===== config.mk =====
export PLATFORM = sky130hd
export DESIGN_NAME = bcd_serial_addsub_ctrl
export DESIGN_NICKNAME = d
export VERILOG_FILES = /design/src/rtl/bcd_serial_addsub_ctrl.sv
export SDC_FILE = /design/constraint.sdc
export NUM_CORES = 1
export LEC_CHECK = 0
export CORE_ASPECT_RATIO = 2
export CORE_MARGIN = 4
export CORE_UTILIZATION = 25
export CTS_BUF_LIST = sky130_fd_sc_hd__clkbuf_4 sky130_fd_sc_hd__clkbuf_8
export DETAILED_ROUTE_END_ITERATION = 16
export GPL_ROUTABILITY_DRIVEN = 1
export GPL_TIMING_DRIVEN = 0
export HOLD_SLACK_MARGIN = 0.1
export SYNTH_ARGS = -nofsm -noshare
export SYNTH_HDL_FRONTEND = slang
export SYNTH_HIERARCHICAL = 1
export SYNTH_SLANG_ARGS = --single-unit

===== constraint.sdc =====
create_clock -name clk -period 6.44 [get_ports clk]
set_input_delay 1.288 -clock clk [delete_from_list [all_inputs] [get_ports clk]]
set_output_delay 1.288 -clock clk [all_outputs]
set_load 0.02 [all_outputs]

===== src/rtl/bcd_serial_addsub_ctrl.sv =====
// Digit-serial BCD adder/subtractor: one shared single-digit BCD cell,
// LSD first, one digit per clock, start/done handshake.

module sum_1digit_BCD (
  input  logic [3:0] a,
  input  logic [3:0] b,
  input  logic       c_in,
  output logic [3:0] z,
  output logic       c_out
);
  logic [4:0] raw;

  always_comb begin
    raw = {1'b0, a} + {1'b0, b} + {4'b0, c_in};
    if (raw > 5'd9) begin
      z     = raw[3:0] + 4'd6;
      c_out = 1'b1;
    end else begin
      z     = raw[3:0];
      c_out = 1'b0;
    end
  end
endmodule

// state | meaning
// IDLE  | waiting for start; z/c_out/err hold the last result
// CHECK | validate captured operand digits
// CALC  | one digit per cycle through the shared BCD cell
// DONE  | one-cycle done pulse
module bcd_serial_addsub_ctrl #(
  parameter int N_DIGITS = 4,
  parameter int CNT_W    = $clog2(N_DIGITS) + 1
) (
  input  logic                  clk,
  input  logic                  rst_b,
  input  logic                  start,
  input  logic                  op,
  input  logic [4*N_DIGITS-1:0] x,
  input  logic [4*N_DIGITS-1:0] y,
  output logic                  busy,
  output logic                  done,
  output logic [4*N_DIGITS-1:0] z,
  output logic                  c_out,
  output logic                  err
);
  localparam int W = 4 * N_DIGITS;
  localparam logic [CNT_W-1:0] LAST = CNT_W'(N_DIGITS - 1);

  typedef enum logic [1:0] {IDLE, CHECK, CALC, DONE} state_t;

  state_t           state, state_nxt;
  logic [W-1:0]     x_sr, y_sr, z_r, z_shift;
  logic             op_r, carry_r, c_out_r, err_r;
  logic [CNT_W-1:0] cnt;
  logic             any_bad;
  logic [3:0]       b_eff, cell_z;
  logic             cell_cout;

  // Subtraction is x + nines(y) + 1; digits are already known valid here.
  assign b_eff = op_r ? (4'd9 - y_sr[3:0]) : y_sr[3:0];

  sum_1digit_BCD u_cell (
    .a     (x_sr[3:0]),
    .b     (b_eff),
    .c_in  (carry_r),
    .z     (cell_z),
    .c_out (cell_cout)
  );

  always_comb begin
    any_bad = 1'b0;
    for (int i = 0; i < N_DIGITS; i++) begin
      if (x_sr[4*i +: 4] > 4'd9 || y_sr[4*i +: 4] > 4'd9) any_bad = 1'b1;
    end
  end

  // New digit enters at the MSD end so the LSD lands at bit 0 after N shifts.
  always_comb begin
    z_shift = z_r >> 4;
    z_shift[W-1 -: 4] = cell_z;
  end

  always_ff @(posedge clk or negedge rst_b) begin
    if (!rst_b) state <= IDLE;
    else        state <= state_nxt;
  end

  always_comb begin
    state_nxt = state;
    case (state)
      IDLE:  if (start) state_nxt = CHECK;
      CHECK: state_nxt = any_bad ? DONE : CALC;
      CALC:  if (cnt == LAST) state_nxt = DONE;
      DONE:  state_nxt = IDLE;
      default: state_nxt = IDLE;
    endcase
  end

  always_ff @(posedge clk or negedge rst_b) begin
    if (!rst_b) begin
      x_sr    <= '0;
      y_sr    <= '0;
      z_r     <= '0;
      op_r    <= 1'b0;
      carry_r <= 1'b0;
      c_out_r <= 1'b0;
      err_r   <= 1'b0;
      cnt     <= '0;
    end else begin
      case (state)
        IDLE: if (start) begin
          x_sr    <= x;
          y_sr    <= y;
          op_r    <= op;
          carry_r <= op;
          z_r     <= '0;
        end
        CHECK: begin
          cnt <= '0;
          if (any_bad) begin
            err_r   <= 1'b1;
            z_r     <= '0;
            c_out_r <= 1'b0;
          end else begin
            err_r <= 1'b0;
          end
        end
        CALC: begin
          z_r     <= z_shift;
          x_sr    <= x_sr >> 4;
          y_sr    <= y_sr >> 4;
          carry_r <= cell_cout;
          // Register the final carry/borrow so it is stable for the DONE cycle.
          if (cnt == LAST) c_out_r <= op_r ? ~cell_cout : cell_cout;
          else             cnt     <= cnt + 1'b1;
        end
        default: ;
      endcase
    end
  end

  assign busy  = (state != IDLE);
  assign done  = (state == DONE);
  assign z     = z_r;
  assign c_out = c_out_r;
  assign err   = err_r;
endmodule

* Yosys cells after proc, flatten, opt, wreduce, memory -nomap -nowiden
Index checks and enable logic that the tools add are counted.
** Word-level totals
- Memory bits (writable) :: 0
- Input port bits :: 36
- Memories kept :: 0
- Register bits :: 57
- Bits in latches :: 0
- Output and inout bits :: 20
- Bits in read-only memories :: 0
- Word-level logic and storage cells :: 74
** Cells by class
- Bitwise operators :: 1
- Order comparisons :: 9
- Equality and inequality tests :: 8
- Reductions and logical operators :: 15
- $mul :: 0
- Muxes and demuxes :: 27
- Add/sub/neg operators :: 5
- Shift-type cells :: 0
- Divide/modulo/power cells :: 0
** Operators with widths (count)
- 16-bit two-way mux :: 4
- 16-bit one-hot mux with 2 select lines :: 2
- 16-bit one-hot mux with 3 select lines :: 1
- 4-bit > comparator (second input constant) :: 8
- 1-bit two-way mux :: 11
- 4-bit two-way mux :: 2
- 2-bit inequality test (second input constant) :: 4
- 2-bit one-hot mux with 4 select lines :: 1
- 2-bit AND reduction :: 4
- 3-bit one-hot mux with 2 select lines :: 1
- 3-bit AND reduction :: 2
- 2-bit nonzero test :: 3
- 4-bit by 4-bit adder with 5-bit output :: 1
- 5-bit by 1-bit adder with 5-bit output :: 1
- 5-bit by 4-bit > comparator with 1-bit output (second input constant) :: 1
- 4-bit by 3-bit adder with 4-bit output (second input constant) :: 1
- 2-bit == test (second input constant) :: 2
- 1-bit logical OR :: 4
- 2-bit two-way mux :: 2
- 1-bit one-hot mux with 2 select lines :: 2
- 4-bit subtractor (first input constant) :: 1
- 3-bit by 1-bit adder with 3-bit output (second input constant) :: 1
- 3-bit by 2-bit == test with 1-bit output (second input constant) :: 1
- 3-bit two-way mux :: 1
- 4 further kinds :: 4

* Logic depth before layout (Yosys ltp)
- Depth in word-level cells :: 10
- Mapped depth :: 13
- Gate-level depth less buffers :: 13

* Modules after synthesis
Netlist, hierarchy kept.
** By module, submodules not included
- bcd_serial_addsub_ctrl :: cells each 288, instances 1, area each 2870.3 µm²
- sum_1digit_BCD :: cells each 22, instances 1, area each 211.5 µm²

* Least setup slack after synthesis
No wires, ideal clock.
- Kind :: register to register
- Start :: register op_r
- End :: register c_out_r, in the netlist c_out
- Cell stages (with the launch flop) :: 12
- Period minus slack after synthesis :: 2.994 ns
- Data required time :: 6.309 ns
- Path slack :: 3.446 ns
- Buffers on the path :: 0
- Arrival :: 2.863 ns
- Path through :: dfrtp_1 -> xor2_1 -> fa_1 -> fa_1 -> xnor2_1 -> ha_1 -> a31o_1 -> o31ai_4 -> xor2_1 -> a31oi_1 -> o32a_1 -> o211ai_1
** On the way
- Cells in the longest elaborated chain, start to end :: 9
** Ends and longest elaborated chain
- start, declared :: line 53 : logic op_r, carry_r, c_out_r, err_r;
- start signal, assigned :: line 114 : op_r <= op;
- 4-bit two-way mux * :: line 60 : assign b_eff = op_r ? (4'd9 - y_sr[3:0]) : y_sr[3:0];
- via b_eff[0] :: line 56 : logic [3:0] b_eff, cell_z;
- 4-bit by 4-bit adder with 5-bit output * :: line 14 : raw = {1'b0, a} + {1'b0, b} + {4'b0, c_in};
- 5-bit by 1-bit adder with 5-bit output * :: line 14
- 5-bit by 4-bit > comparator with 1-bit output * :: line 15 : if (raw > 5'd9) begin
- 1-bit two-way mux * :: line 15
- via cell_cout :: line 57 : logic cell_cout;
- 1-bit NOT :: line 134 : if (cnt == LAST) c_out_r <= op_r ? ~cell_cout : cell_cout;
- 1-bit two-way mux * (2 in series) :: line 134
- 1-bit one-hot mux with 2 select lines * :: line 110 : case (state)
- end signal, assigned :: line 134
- end, declared :: line 53
Mark *: on every way through the listed nets, which the timed path passes. The rest lies on a longest branch. The select of a mux whose other input is x is not followed.
A chain may end at the register's enable or synchronous reset.

* Worst setup path in the final report
Same ends and word-level chain as after synthesis.

==> reports/metrics.cfg <==
[cts]
cts_setup_buffers=0
cts_hold_buf=0
cts_tree=done
clk_latency_ns=0.34
clk_pin_slew_ns=0.07
cts-root-buf=clkbuf_8
cts_buffers=9
htree_levels=3
clock_sinks=57
cts_resized=0
cts_buffer_depth=2

[floorplanning]
dieWidth_um=86.5
fp.dieH_um=165
die_area_um2=14300
coreArea_um2=12100
start_util_pct=25.4
rows=57
io_pins=56

[route]
drt.antenna.violating_nets=0
drt_iter0_markers=57
dr.pass1.iters=6
vias=2390
routedWlPerCell_um=14.3
drc_errors=0
totalWireLength_mm=7.54
routed_via_density=4.53

[critical_path]
worst-r2r-setup-slack_ns=3.06
worstReg2RegEnd=c_out
crit_fanout=6
end_kind=flop
required_ns=6.69
cp_slowest_stage_delay_ns=0.45
reg2reg_depth=11
reg2reg_from=op_r
path_cells=xor2_1 > fa_1 > fa_1 > xnor2_1 > ha_1 > a31o_1 > o31ai_4 > xor2_1 > a31oi_1 > o32a_1 > o211ai_1
cp.arrival_ns=3.63
crit_slowest_cell=dfrtp_1
start_kind=flop
worst-setup-path-type=reg2reg
crit_family=adder cells
cp_num_buf_inv=0

[finish]
area_delta_synth_final_pct=30.2
finalNonFillerCells=528
finalInstanceArea_um2=4010
seq_area_um2=1430
diodes=0
drive_above_1_share_pct=8.92
utilization_pct=33.1
multiInputGateArea_um2=1480
layout.nets=426
fillCellCount=1300

[synthesis]
syn-cell-area_um2=3080
synth_largest_area_cell=dfrtp_1
synth-xor-area-share_pct=1.71
muxShareOfSynthArea_pct=14.7
synthAdderAreaFrac_pct=5.77
async_flop_share_pct=100
synth_top_family_by_area=compound AO/OA/AOI/OAI gates
synth_most_common_cell=dfrtp_1
synthTopCellsByCount=dfrtp_1 (57), nand2_1 (56), mux2i_1 (43), o21ai_1 (28), inv_1 (24)
synthSimpleGateAreaFrac_pct=10.8
synth-edff-count=0
synth_cell_types=39
syn_nets=359
synth_top_flop_cell=dfrtp_1
seq_area_frac_synth_pct=46.3
synth_top_area_share_pct=46.3
synth-warning-count=6
synth_area_per_cell_um2=9.94
syn_inst=310
synth_seq_cells=57
synthTopCellsByArea=dfrtp_1 (46%), mux2i_1 (14%), nand2_1 (6.8%), o21ai_1 (4.5%), ha_1 (4.5%)
synth_compound_area_share_pct=15.1

[timing]
timing.hold.ws_ns=0.490
period_share_pct=52.5
slew_headroom_pct=49.6
finalSetupViolCount=0
fmax_ghz=0.296
fin_skew_ns=0.00804
rsz0062_at_grt=false
fin_setup_tns_ns=0
worst_slack_ns=3.06
finalHoldViolCount=0
worst_pin_slew_ns=0.756
min_period_ns=3.38
drv_slew=0

[global_routing]
grt_max_degree=34
grt_pass1_wl_mm=12.5
grt_use_total_pct=11.5
overflow=0
grt_pass1_vias=2487
antenna_found_initial=0

[min_path]
hold_start=y_sr[8]
worstHoldEndpoint=y_sr[8]
hold_path_depth=2
hold_class=reg2reg

[place]
port_buffers=55
preCtsSetupSlack_ns=3.08
dp_hpwl_mm=5.89
place.gp.congestion=0.768
placed_area_um2=3830
dp_cells=513

[run_status]
status=finished clean

[power]
p_leak_nw=1.69
power_mw=2.11
p_per_area_nw_per_um2=525
ir_drop_mv=0.225

[flow_run]
drv_cap=0

cell usage in the layout (no fill, tap or decap), types with 3 or more instances in the layout:
cell             netlist  layout
clkbuf_8               0      12
mux2i_1               43      43
buf_2                  5       6
o21ai_1               28      28
a21oi_1                7       7
clkbuf_1              11      11
clkinv_2               0       3
nor2_1                 6       6
and3_1                 3       3
inv_1                 24      24
clkdlybuf4s50_1        0      54
ha_1                  11      11
nand2_1               56      56
nor2b_1                4       4
xnor2_1                4       4
a22oi_1                7       7
dfrtp_1               57      57
o21ai_0               13      13
worst max-delay path by stage:
stage / slack (ns) / to / startpoint / cells after the start
3_5_place_dp: 3.08 / c_out / op_r / 11
6_report: 3.06 / c_out / op_r / 11
3_3_place_gp: 2.12 / state[0] / rst_b / 1
4_1_cts: 3.05 / c_out / op_r / 11
5_1_grt: 2.88 / c_out / op_r / 11
2_1_floorplan: 3.45 / c_out / op_r / 11
final cells by class:
type | count | area share (%)
Clock buffer | 12 | 4.12
Clock inverter | 3 | 0.374
Tap cell | 147 | 4.59
Sequential cell | 57 | 35.6
Buffer | 17 | 2.03
Inverter | 25 | 2.34
Timing Repair Buffer | 56 | 14.1
Multi-Input combinational cell | 211 | 36.9
worst register-to-register path, stage by stage (launching register included):
cell      delay, ns
dfrtp_1        0.45
xor2_1         0.20
fa_1           0.44
fa_1           0.42
xnor2_1        0.18
ha_1           0.24
a31o_1         0.23
o31ai_4        0.38
xor2_1         0.32
a31oi_1        0.15
o32a_1         0.19
o211ai_1       0.10
sequential cells by signal, summed over array words and instances (netlist names):
signal,flops
x_sr,16
state,2
cnt,3
err,1
y_sr,16
z,16
c_out,1
op_r,1
carry_r,1
report_power, final:
part           total, mW  switching, mW  leakage [nW]  internal (mW)
clock network      0.308          0.141        0.0980          0.167
logic               1.18          0.664         0.848          0.516
registers          0.617          0.125         0.739          0.492
logic make-up after synthesis:
family / count (synthesis)
DFF: 57
AOI/OAI and AO/OA: 71
buffers and inverters: 42
and+or+nand+nor: 76
adders and majority gates: 13
muxes: 45
xor gates and xnor gates: 6
routing by layer:
metal,up-vias,GRT usage [%],wire (um)
met1,1129,12.5,2940
li1,1189,-,-
met4,0,4.89,159
met2,61,20.7,4070
met3,11,2.70,365
met5,-,0,0
Note: power is estimated with default switching activity, not from simulation.
